$ cat src/rtl/uart_tx_unit_pkg.sv
// Shared constants and FSM encoding for the word-serialising UART transmitter.
// UART_TX_PARITY_EN adds the PARITY state (8E1 framing); undefined gives 8N1.
package uart_tx_unit_pkg;

  localparam int ISA_WIDTH         = 32;
  localparam int UART_DEFAULT_BAUD = 115200;

  typedef enum logic [2:0] {
    UART_TX_IDLE   = 3'd0,
    UART_TX_START  = 3'd1,
    UART_TX_DATA   = 3'd2,
`ifdef UART_TX_PARITY_EN
    UART_TX_PARITY = 3'd3,
`endif
    UART_TX_STOP   = 3'd4
  } tx_state_t;

  function automatic logic even_parity(input logic [7:0] b);
    return ^b;
  endfunction

endpackage

$ cat src/rtl/uart_tx_unit_if.sv
// CPU-side write port and status/serial outputs of the UART transmitter.
// master = store path driving words in, slave = the transmitter itself.
interface uart_tx_unit_if;
  import uart_tx_unit_pkg::*;

  logic                 wr_en;
  logic [ISA_WIDTH-1:0] wr_data;
  logic                 tx_disable;
  logic                 full;
  logic                 empty;
  logic                 busy;
  logic                 overflow;
  logic                 word_done;
  logic                 upg_tx;

  modport master (
    output wr_en, wr_data, tx_disable,
    input  full, empty, busy, overflow, word_done, upg_tx
  );

  modport slave (
    input  wr_en, wr_data, tx_disable,
    output full, empty, busy, overflow, word_done, upg_tx
  );

endinterface

$ cat src/rtl/uart_tx_unit_fifo.sv
// Synchronous word FIFO: head visible combinationally, push/pop take effect at the edge.
// Pushes while full are dropped and latch a sticky overflow flag until reset.
module uart_tx_fifo #(
  parameter int WIDTH = 32,
  parameter int DEPTH = 8
) (
  input  logic             clk,
  input  logic             rst_n,
  input  logic             i_push,
  input  logic [WIDTH-1:0] i_push_data,
  input  logic             i_pop,
  output logic [WIDTH-1:0] o_head_data,
  output logic             o_full,
  output logic             o_empty,
  output logic             o_overflow
);

  localparam int AW = $clog2(DEPTH);

  logic [AW:0]      r_wr_ptr;
  logic [AW:0]      r_rd_ptr;
  logic             r_overflow;
  logic [WIDTH-1:0] r_mem [DEPTH];
  logic             w_full;
  logic             w_empty;
  logic             w_push_ok;
  logic             w_pop_ok;

  // Pointers carry one extra MSB so full and empty are distinguishable.
  assign w_empty   = (r_wr_ptr == r_rd_ptr);
  assign w_full    = (r_wr_ptr[AW] != r_rd_ptr[AW]) &&
                     (r_wr_ptr[AW-1:0] == r_rd_ptr[AW-1:0]);
  assign w_push_ok = i_push && !w_full;
  assign w_pop_ok  = i_pop && !w_empty;

  always_ff @(posedge clk or negedge rst_n) begin
    if (!rst_n) begin
      r_wr_ptr   <= '0;
      r_rd_ptr   <= '0;
      r_overflow <= 1'b0;
    end else begin
      if (w_push_ok)         r_wr_ptr   <= r_wr_ptr + 1'b1;
      if (w_pop_ok)          r_rd_ptr   <= r_rd_ptr + 1'b1;
      if (i_push && w_full)  r_overflow <= 1'b1;
    end
  end

  always_ff @(posedge clk) begin
    if (w_push_ok) r_mem[r_wr_ptr[AW-1:0]] <= i_push_data;
  end

  assign o_head_data = r_mem[r_rd_ptr[AW-1:0]];
  assign o_full      = w_full;
  assign o_empty     = w_empty;
  assign o_overflow  = r_overflow;

endmodule

$ cat src/rtl/uart_tx_unit.sv
// Serialises FIFO'd 32-bit words as four LSB-first byte frames; start bit 1 cycle after the write edge.
// Writes never stall (full drops + overflow); UART_TX_PARITY_EN selects 8E1 instead of 8N1.
module uart_tx_unit
  import uart_tx_unit_pkg::*;
#(
  parameter int CLK_FREQ   = 100_000_000,
  parameter int BAUD_RATE  = UART_DEFAULT_BAUD,
  parameter int FIFO_DEPTH = 8
) (
  input  logic          clk,
  input  logic          rst_n,
  uart_tx_unit_if.slave bus
);

  localparam int DIV = CLK_FREQ / BAUD_RATE;
  localparam int CW  = (DIV < 2) ? 1 : $clog2(DIV);

  generate
    if (DIV < 2) begin : g_bad_div
      $error("uart_tx_unit: CLK_FREQ/BAUD_RATE must be at least 2");
    end
    if (FIFO_DEPTH < 2 || (FIFO_DEPTH & (FIFO_DEPTH - 1)) != 0) begin : g_bad_depth
      $error("uart_tx_unit: FIFO_DEPTH must be a power of two >= 2");
    end
  endgenerate

  tx_state_t            r_state, w_state_nxt;
  logic [CW-1:0]        r_baud_cnt, w_baud_cnt_nxt;
  logic [2:0]           r_bit_idx, w_bit_idx_nxt;
  logic [1:0]           r_byte_idx, w_byte_idx_nxt;
  logic [ISA_WIDTH-1:0] r_shift, w_shift_nxt;
  logic                 r_upg_tx, w_upg_tx_nxt;
  logic [7:0]           w_cur_byte;
  logic                 w_baud_end;
  logic                 w_start_ok;
  logic                 w_pop;
  logic                 w_word_done;
  logic [ISA_WIDTH-1:0] w_head;
  logic                 w_full;
  logic                 w_empty;
  logic                 w_overflow;

  uart_tx_fifo #(
    .WIDTH (ISA_WIDTH),
    .DEPTH (FIFO_DEPTH)
  ) u_fifo (
    .clk         (clk),
    .rst_n       (rst_n),
    .i_push      (bus.wr_en),
    .i_push_data (bus.wr_data),
    .i_pop       (w_pop),
    .o_head_data (w_head),
    .o_full      (w_full),
    .o_empty     (w_empty),
    .o_overflow  (w_overflow)
  );

  assign w_baud_end = (r_baud_cnt == CW'(DIV - 1));
  assign w_start_ok = !w_empty && !bus.tx_disable;

  always_ff @(posedge clk or negedge rst_n) begin
    if (!rst_n) begin
      r_state    <= UART_TX_IDLE;
      r_baud_cnt <= '0;
      r_bit_idx  <= '0;
      r_byte_idx <= '0;
      r_shift    <= '0;
      r_upg_tx   <= 1'b1;
    end else begin
      r_state    <= w_state_nxt;
      r_baud_cnt <= w_baud_cnt_nxt;
      r_bit_idx  <= w_bit_idx_nxt;
      r_byte_idx <= w_byte_idx_nxt;
      r_shift    <= w_shift_nxt;
      r_upg_tx   <= w_upg_tx_nxt;
    end
  end

  always_comb begin
    w_state_nxt    = r_state;
    w_bit_idx_nxt  = r_bit_idx;
    w_byte_idx_nxt = r_byte_idx;
    w_shift_nxt    = r_shift;
    w_pop          = 1'b0;
    w_baud_cnt_nxt = w_baud_end ? '0 : r_baud_cnt + 1'b1;
    case (r_state)
      UART_TX_IDLE: begin
        w_baud_cnt_nxt = '0;
        if (w_start_ok) begin
          w_pop          = 1'b1;
          w_shift_nxt    = w_head;
          w_byte_idx_nxt = '0;
          w_state_nxt    = UART_TX_START;
        end
      end
      UART_TX_START: begin
        if (w_baud_end) begin
          w_bit_idx_nxt = '0;
          w_state_nxt   = UART_TX_DATA;
        end
      end
      UART_TX_DATA: begin
        if (w_baud_end) begin
          if (r_bit_idx == 3'd7) begin
`ifdef UART_TX_PARITY_EN
            w_state_nxt = UART_TX_PARITY;
`else
            w_state_nxt = UART_TX_STOP;
`endif
          end else begin
            w_bit_idx_nxt = r_bit_idx + 1'b1;
          end
        end
      end
`ifdef UART_TX_PARITY_EN
      UART_TX_PARITY: begin
        if (w_baud_end) w_state_nxt = UART_TX_STOP;
      end
`endif
      UART_TX_STOP: begin
        if (w_baud_end) begin
          if (r_byte_idx != 2'd3) begin
            w_byte_idx_nxt = r_byte_idx + 1'b1;
            w_shift_nxt    = r_shift >> 8;
            w_state_nxt    = UART_TX_START;
          end else if (w_start_ok) begin
            // Chain straight into the next word so there is no idle bit.
            w_pop          = 1'b1;
            w_shift_nxt    = w_head;
            w_byte_idx_nxt = '0;
            w_state_nxt    = UART_TX_START;
          end else begin
            w_state_nxt    = UART_TX_IDLE;
          end
        end
      end
      default: begin
        w_state_nxt    = UART_TX_IDLE;
        w_baud_cnt_nxt = '0;
      end
    endcase
  end

  // Line level is computed from the next state so upg_tx leaves a flop with no extra delay.
  assign w_cur_byte = w_shift_nxt[7:0];

  always_comb begin
    w_upg_tx_nxt = 1'b1;
    w_word_done  = (r_state == UART_TX_STOP) && w_baud_end && (r_byte_idx == 2'd3);
    case (w_state_nxt)
      UART_TX_START:  w_upg_tx_nxt = 1'b0;
      UART_TX_DATA:   w_upg_tx_nxt = w_cur_byte[w_bit_idx_nxt];
`ifdef UART_TX_PARITY_EN
      UART_TX_PARITY: w_upg_tx_nxt = even_parity(w_cur_byte);
`endif
      default:        w_upg_tx_nxt = 1'b1;
    endcase
  end

  assign bus.full      = w_full;
  assign bus.empty     = w_empty;
  assign bus.overflow  = w_overflow;
  assign bus.busy      = (r_state != UART_TX_IDLE);
  assign bus.word_done = w_word_done;
  assign bus.upg_tx    = r_upg_tx;

endmodule
$ cat src/flat_wrapper.sv
// flat-port wrapper written by rule: the top's interface ports become plain ports
module uart_tx_unit_flat import uart_tx_unit_pkg::*;
#(
  parameter int CLK_FREQ   = 100_000_000,
  parameter int BAUD_RATE  = UART_DEFAULT_BAUD,
  parameter int FIFO_DEPTH = 8
)
  (clk, rst_n, bus_wr_en, bus_wr_data, bus_tx_disable, bus_full, bus_empty, bus_busy, bus_overflow, bus_word_done, bus_upg_tx);
  uart_tx_unit_if bus_i ();
  input  logic clk;
  input  logic rst_n;
  input wire logic [$bits(bus_i.wr_en)-1:0] bus_wr_en;
  input wire logic [$bits(bus_i.wr_data)-1:0] bus_wr_data;
  input wire logic [$bits(bus_i.tx_disable)-1:0] bus_tx_disable;
  output wire logic [$bits(bus_i.full)-1:0] bus_full;
  output wire logic [$bits(bus_i.empty)-1:0] bus_empty;
  output wire logic [$bits(bus_i.busy)-1:0] bus_busy;
  output wire logic [$bits(bus_i.overflow)-1:0] bus_overflow;
  output wire logic [$bits(bus_i.word_done)-1:0] bus_word_done;
  output wire logic [$bits(bus_i.upg_tx)-1:0] bus_upg_tx;
  assign bus_i.wr_en = bus_wr_en;
  assign bus_i.wr_data = bus_wr_data;
  assign bus_i.tx_disable = bus_tx_disable;
  assign bus_full = bus_i.full;
  assign bus_empty = bus_i.empty;
  assign bus_busy = bus_i.busy;
  assign bus_overflow = bus_i.overflow;
  assign bus_word_done = bus_i.word_done;
  assign bus_upg_tx = bus_i.upg_tx;
  uart_tx_unit #(.CLK_FREQ(CLK_FREQ), .BAUD_RATE(BAUD_RATE), .FIFO_DEPTH(FIFO_DEPTH)) u_core (.clk(clk), .rst_n(rst_n), .bus(bus_i));
endmodule
$ cat config.mk
export PLATFORM = sky130hd
export DESIGN_NAME = uart_tx_unit_flat
export DESIGN_NICKNAME = d
export VERILOG_FILES = /design/src/rtl/uart_tx_unit_pkg.sv /design/src/rtl/uart_tx_unit_if.sv /design/src/rtl/uart_tx_unit_fifo.sv /design/src/rtl/uart_tx_unit.sv /design/src/flat_wrapper.sv
export SDC_FILE = /design/constraint.sdc
export NUM_CORES = 1
export LEC_CHECK = 0
export BUFFER_PORTS_ARGS = -buffer_cell sky130_fd_sc_hd__buf_2
export CORE_ASPECT_RATIO = 0.6
export CORE_MARGIN = 5
export CORE_UTILIZATION = 44
export CTS_CLUSTER_DIAMETER = 80
export DETAILED_ROUTE_END_ITERATION = 8
export PLACE_DENSITY = 0.66
export SETUP_SLACK_MARGIN = 0.3
export SLEW_MARGIN = 25
export SYNTH_ARGS = -nofsm -noshare
export SYNTH_HDL_FRONTEND = slang
export SYNTH_SLANG_ARGS = --single-unit
$ cat constraint.sdc
create_clock -name clk -period 3.97 [get_ports clk]
set_input_delay 0.397 -clock clk [delete_from_list [all_inputs] [get_ports clk]]
set_output_delay 0.397 -clock clk [all_outputs]
set_load 0.05 [all_outputs]
==> flow_metrics.py <==
metrics = {
    "global_route": {
        "grt_max_degree": 68,
        "antenna_found_initial": 2,
        "grt_pass1_vias": 6965,
        "grt-ovfl-total": 0,
        "gr-usage-all-layers_pct": 16.88,
        "grt_first_pass_wirelength_um": 43120,
    },
    "logic_synthesis": {
        "synth_top_cell_area_share_pct": 58.81,
        "syn-num-nets": 792,
        "syn_area_mm2": 0.01307,
        "ys_ff_latch": 316,
        "avgSynthCellArea_um2": 17.41,
        "synth_area_leaders": "edfxtp_1 59%, dfrtp_1 11%, mux4_2 11%, mux2i_1 3.7%, o21ai_0 1.4%",
        "synth_cells": 751,
        "synthArstFlopShare_pct": 18.99,
        "ys_warn_count": 0,
        "synth_edf_count": 256,
        "yosys.area.top_type": "edfxtp_1",
        "ys_types": 71,
        "yosysSeqAreaShare_pct": 70.30,
        "ys.flop_type": "edfxtp_1",
    },
    "cts": {
        "cts.path.max_buffers": 3,
        "cts_buffers": 29,
        "hold_buffers": 1,
        "clk-insertion-delay-late_ns": 0.56,
        "cts_resized": 0,
        "cts_tree": "built",
        "path_clk_slew_ns": 0.07,
        "cts_setup_buffers": 0,
        "clock-sinks": 316,
        "clock-root-buffer": "clkbuf_16",
        "htree_levels": 1,
    },
    "placement": {
        "dp_hpwl_um": 16980,
        "place_ws_ns": 1.044,
        "io_buffer_count": 41,
        "dp_cells": 1171,
        "place_congestion": 0.8285,
    },
    "cells_and_area": {
        "final_cells": 1224,
        "most-common-layout-cells": "256 x edfxtp_1, 64 x mux4_2, 56 x dfrtp_1, 48 x mux2i_1, 41 x buf_2",
        "area_growth_pct": 13.51,
        "fin_nets": 844,
        "final_common_cell": "edfxtp_1",
        "diodes": 0,
        "fill_cells": 2360,
        "layout-drive-gt1-share_pct": 23.79,
    },
    "route": {
        "wl_um": 27390,
        "drtPass1Iterations": 5,
        "routed_via_density": 5.599,
        "wl_per_cell_um": 22.38,
        "vias": 6853,
        "post-route-drc-count": 0,
        "ant_nets": 0,
        "drtIter0Drc": 607,
    },
    "die": {
        "start_util_pct": 45.07,
        "fp.dieH_um": 143.5,
        "coreArea_mm2": 0.02901,
        "dieArea_mm2": 0.03337,
        "pin_count": 42,
        "num_rows": 48,
        "die_x_um": 232.5,
    },
    "timing": {
        "finalCriticalPeriod_ns": 2.965,
        "setup_ws_ns": 1.005,
        "worstMarginPinSlew_ns": 0.9556,
        "rsz0062_at_grt": "no",
        "max_freq_mhz": 337.3,
        "finalCritPeriodShare_pct": 74.68,
        "drv_slew": 0,
        "relSlewSlack_pct": 36.29,
        "setup_violations": 0,
        "finalSetupTns_ns": 0,
        "finalHoldViolCount": 0,
        "fin_skew_ns": 0.007725,
        "fin_hold_ws_ns": 0.1086,
    },
    "power": {
        "power_density_mw_per_mm2": 672.0,
        "leakagePower_uw": 0.004956,
        "ir_worst_vdd_v": 0.0004612,
    },
    "critical_path": {
        "crit_required_ns": 4.45,
        "cp_data_arrival_time_ns": 3.45,
        "cp-start-kind": "flop",
        "path_max_fanout": 17,
        "critPathKind": "flop to flop",
        "end_kind": "flop",
    },
    "hold_path": {
        "hp-class": "input port to flop",
    },
    "run_status": {
        "status": "finished clean",
    },
    "run": {
        "maxCapViolations": 0,
    },
}
critical path, cell delays in order (launching register included):
cell      delay (ns)
dfrtp_1         0.63
nor3b_1         0.61
nand4_1         0.18
buf_4           0.23
a22oi_1         0.53
o221ai_2        0.19
mux2i_1         0.16
a31oi_1         0.11
and4b_1         0.24
final timing paths:
check,from,endpoint,slack (ns),depth (start not counted)
hold reg to reg,u_core.u_fifo.o_overflow,u_core.u_fifo.o_overflow,0.45,1
setup reg to reg,u_core.r_state[2],u_core.bus.upg_tx,1.01,8
min in group asynchronous,rst_n,u_core.r_state[2],0.42,2
hold / removal,bus_wr_data[9],u_core.u_fifo.r_mem[6][9],0.11,1
max in group asynchronous,rst_n,u_core.u_fifo.r_rd_ptr[0],2.64,3
setup / recovery,u_core.r_state[2],u_core.bus.upg_tx,1.01,8
registers in the layout (all words and copies together), names as in the netlist:
name / count
u_core.bus.upg_tx: 1
u_core.r_baud_cnt: 10
u_core.r_bit_idx: 3
u_core.r_byte_idx: 2
u_core.r_shift: 32
u_core.r_state: 3
u_core.u_fifo.o_overflow: 1
u_core.u_fifo.r_mem: 256
u_core.u_fifo.r_rd_ptr: 4
u_core.u_fifo.r_wr_ptr: 4
cell usage after synthesis (all sizes together), types with 13 or more instances:
library cell and instances:
edfxtp 256, mux4 64, dfrtp 59, mux2i 48, nor2 46, o21ai 39, nand2 35, buf 24
a22oi 18, clkbuf 17, inv 13, xor2 13
layout make-up:
| type | count | area [µm²] | share of cell area, % |
|---|---|---|---|
| repair buffers | 62 | 377.9 | 2.547 |
| flip-flops and latches | 316 | 9196 | 61.98 |
| inverters | 13 | 48.80 | 0.3289 |
| multi-input cells | 381 | 3704 | 24.96 |
| clock buffers | 33 | 740.7 | 4.992 |
| well taps | 400 | 500.5 | 3.373 |
| clock inverters | 19 | 270.3 | 1.821 |
metrics by stage:
stage,util (%),power (µW),instance area (µm²)
3_3_place_gp,47.63,7034,13820
3_5_place_dp,47.63,7080,13820
2_1_floorplan,-,6328,13080
6_report,51.15,9971,14840
5_1_grt,51.15,10480,14840
4_1_cts,51.15,10070,14840
metal layers:
metal	vias to the layer above	track usage, %	part of all wire [%]
met5	-	0	0.099
met4	4	3.106	1.6
met3	38	3.495	6.1
met2	196	24.08	42
met1	3533	27.19	50
li1	3082	-	-
logic make-up after synthesis:
logic type | count (synthesis) | share of synthesized area [%]
compound gates | 101 | 5.542
xor+xnor | 20 | 1.340
fa+ha+maj | 5 | 0.4786
buf+inv | 54 | 1.886
flops | 316 | 70.30
mux | 117 | 15.13
simple gates | 138 | 5.322
report_power, final:
part           internal (µW)  switching (µW)  total, µW  leakage, µW
logic                   1060            1380       2440      0.00139
clock network           1790            1210       3000     0.000491
registers               4230             305       4530      0.00307
total                   7080            2890       9970      0.00496
Power figures use the tool's default switching activity.
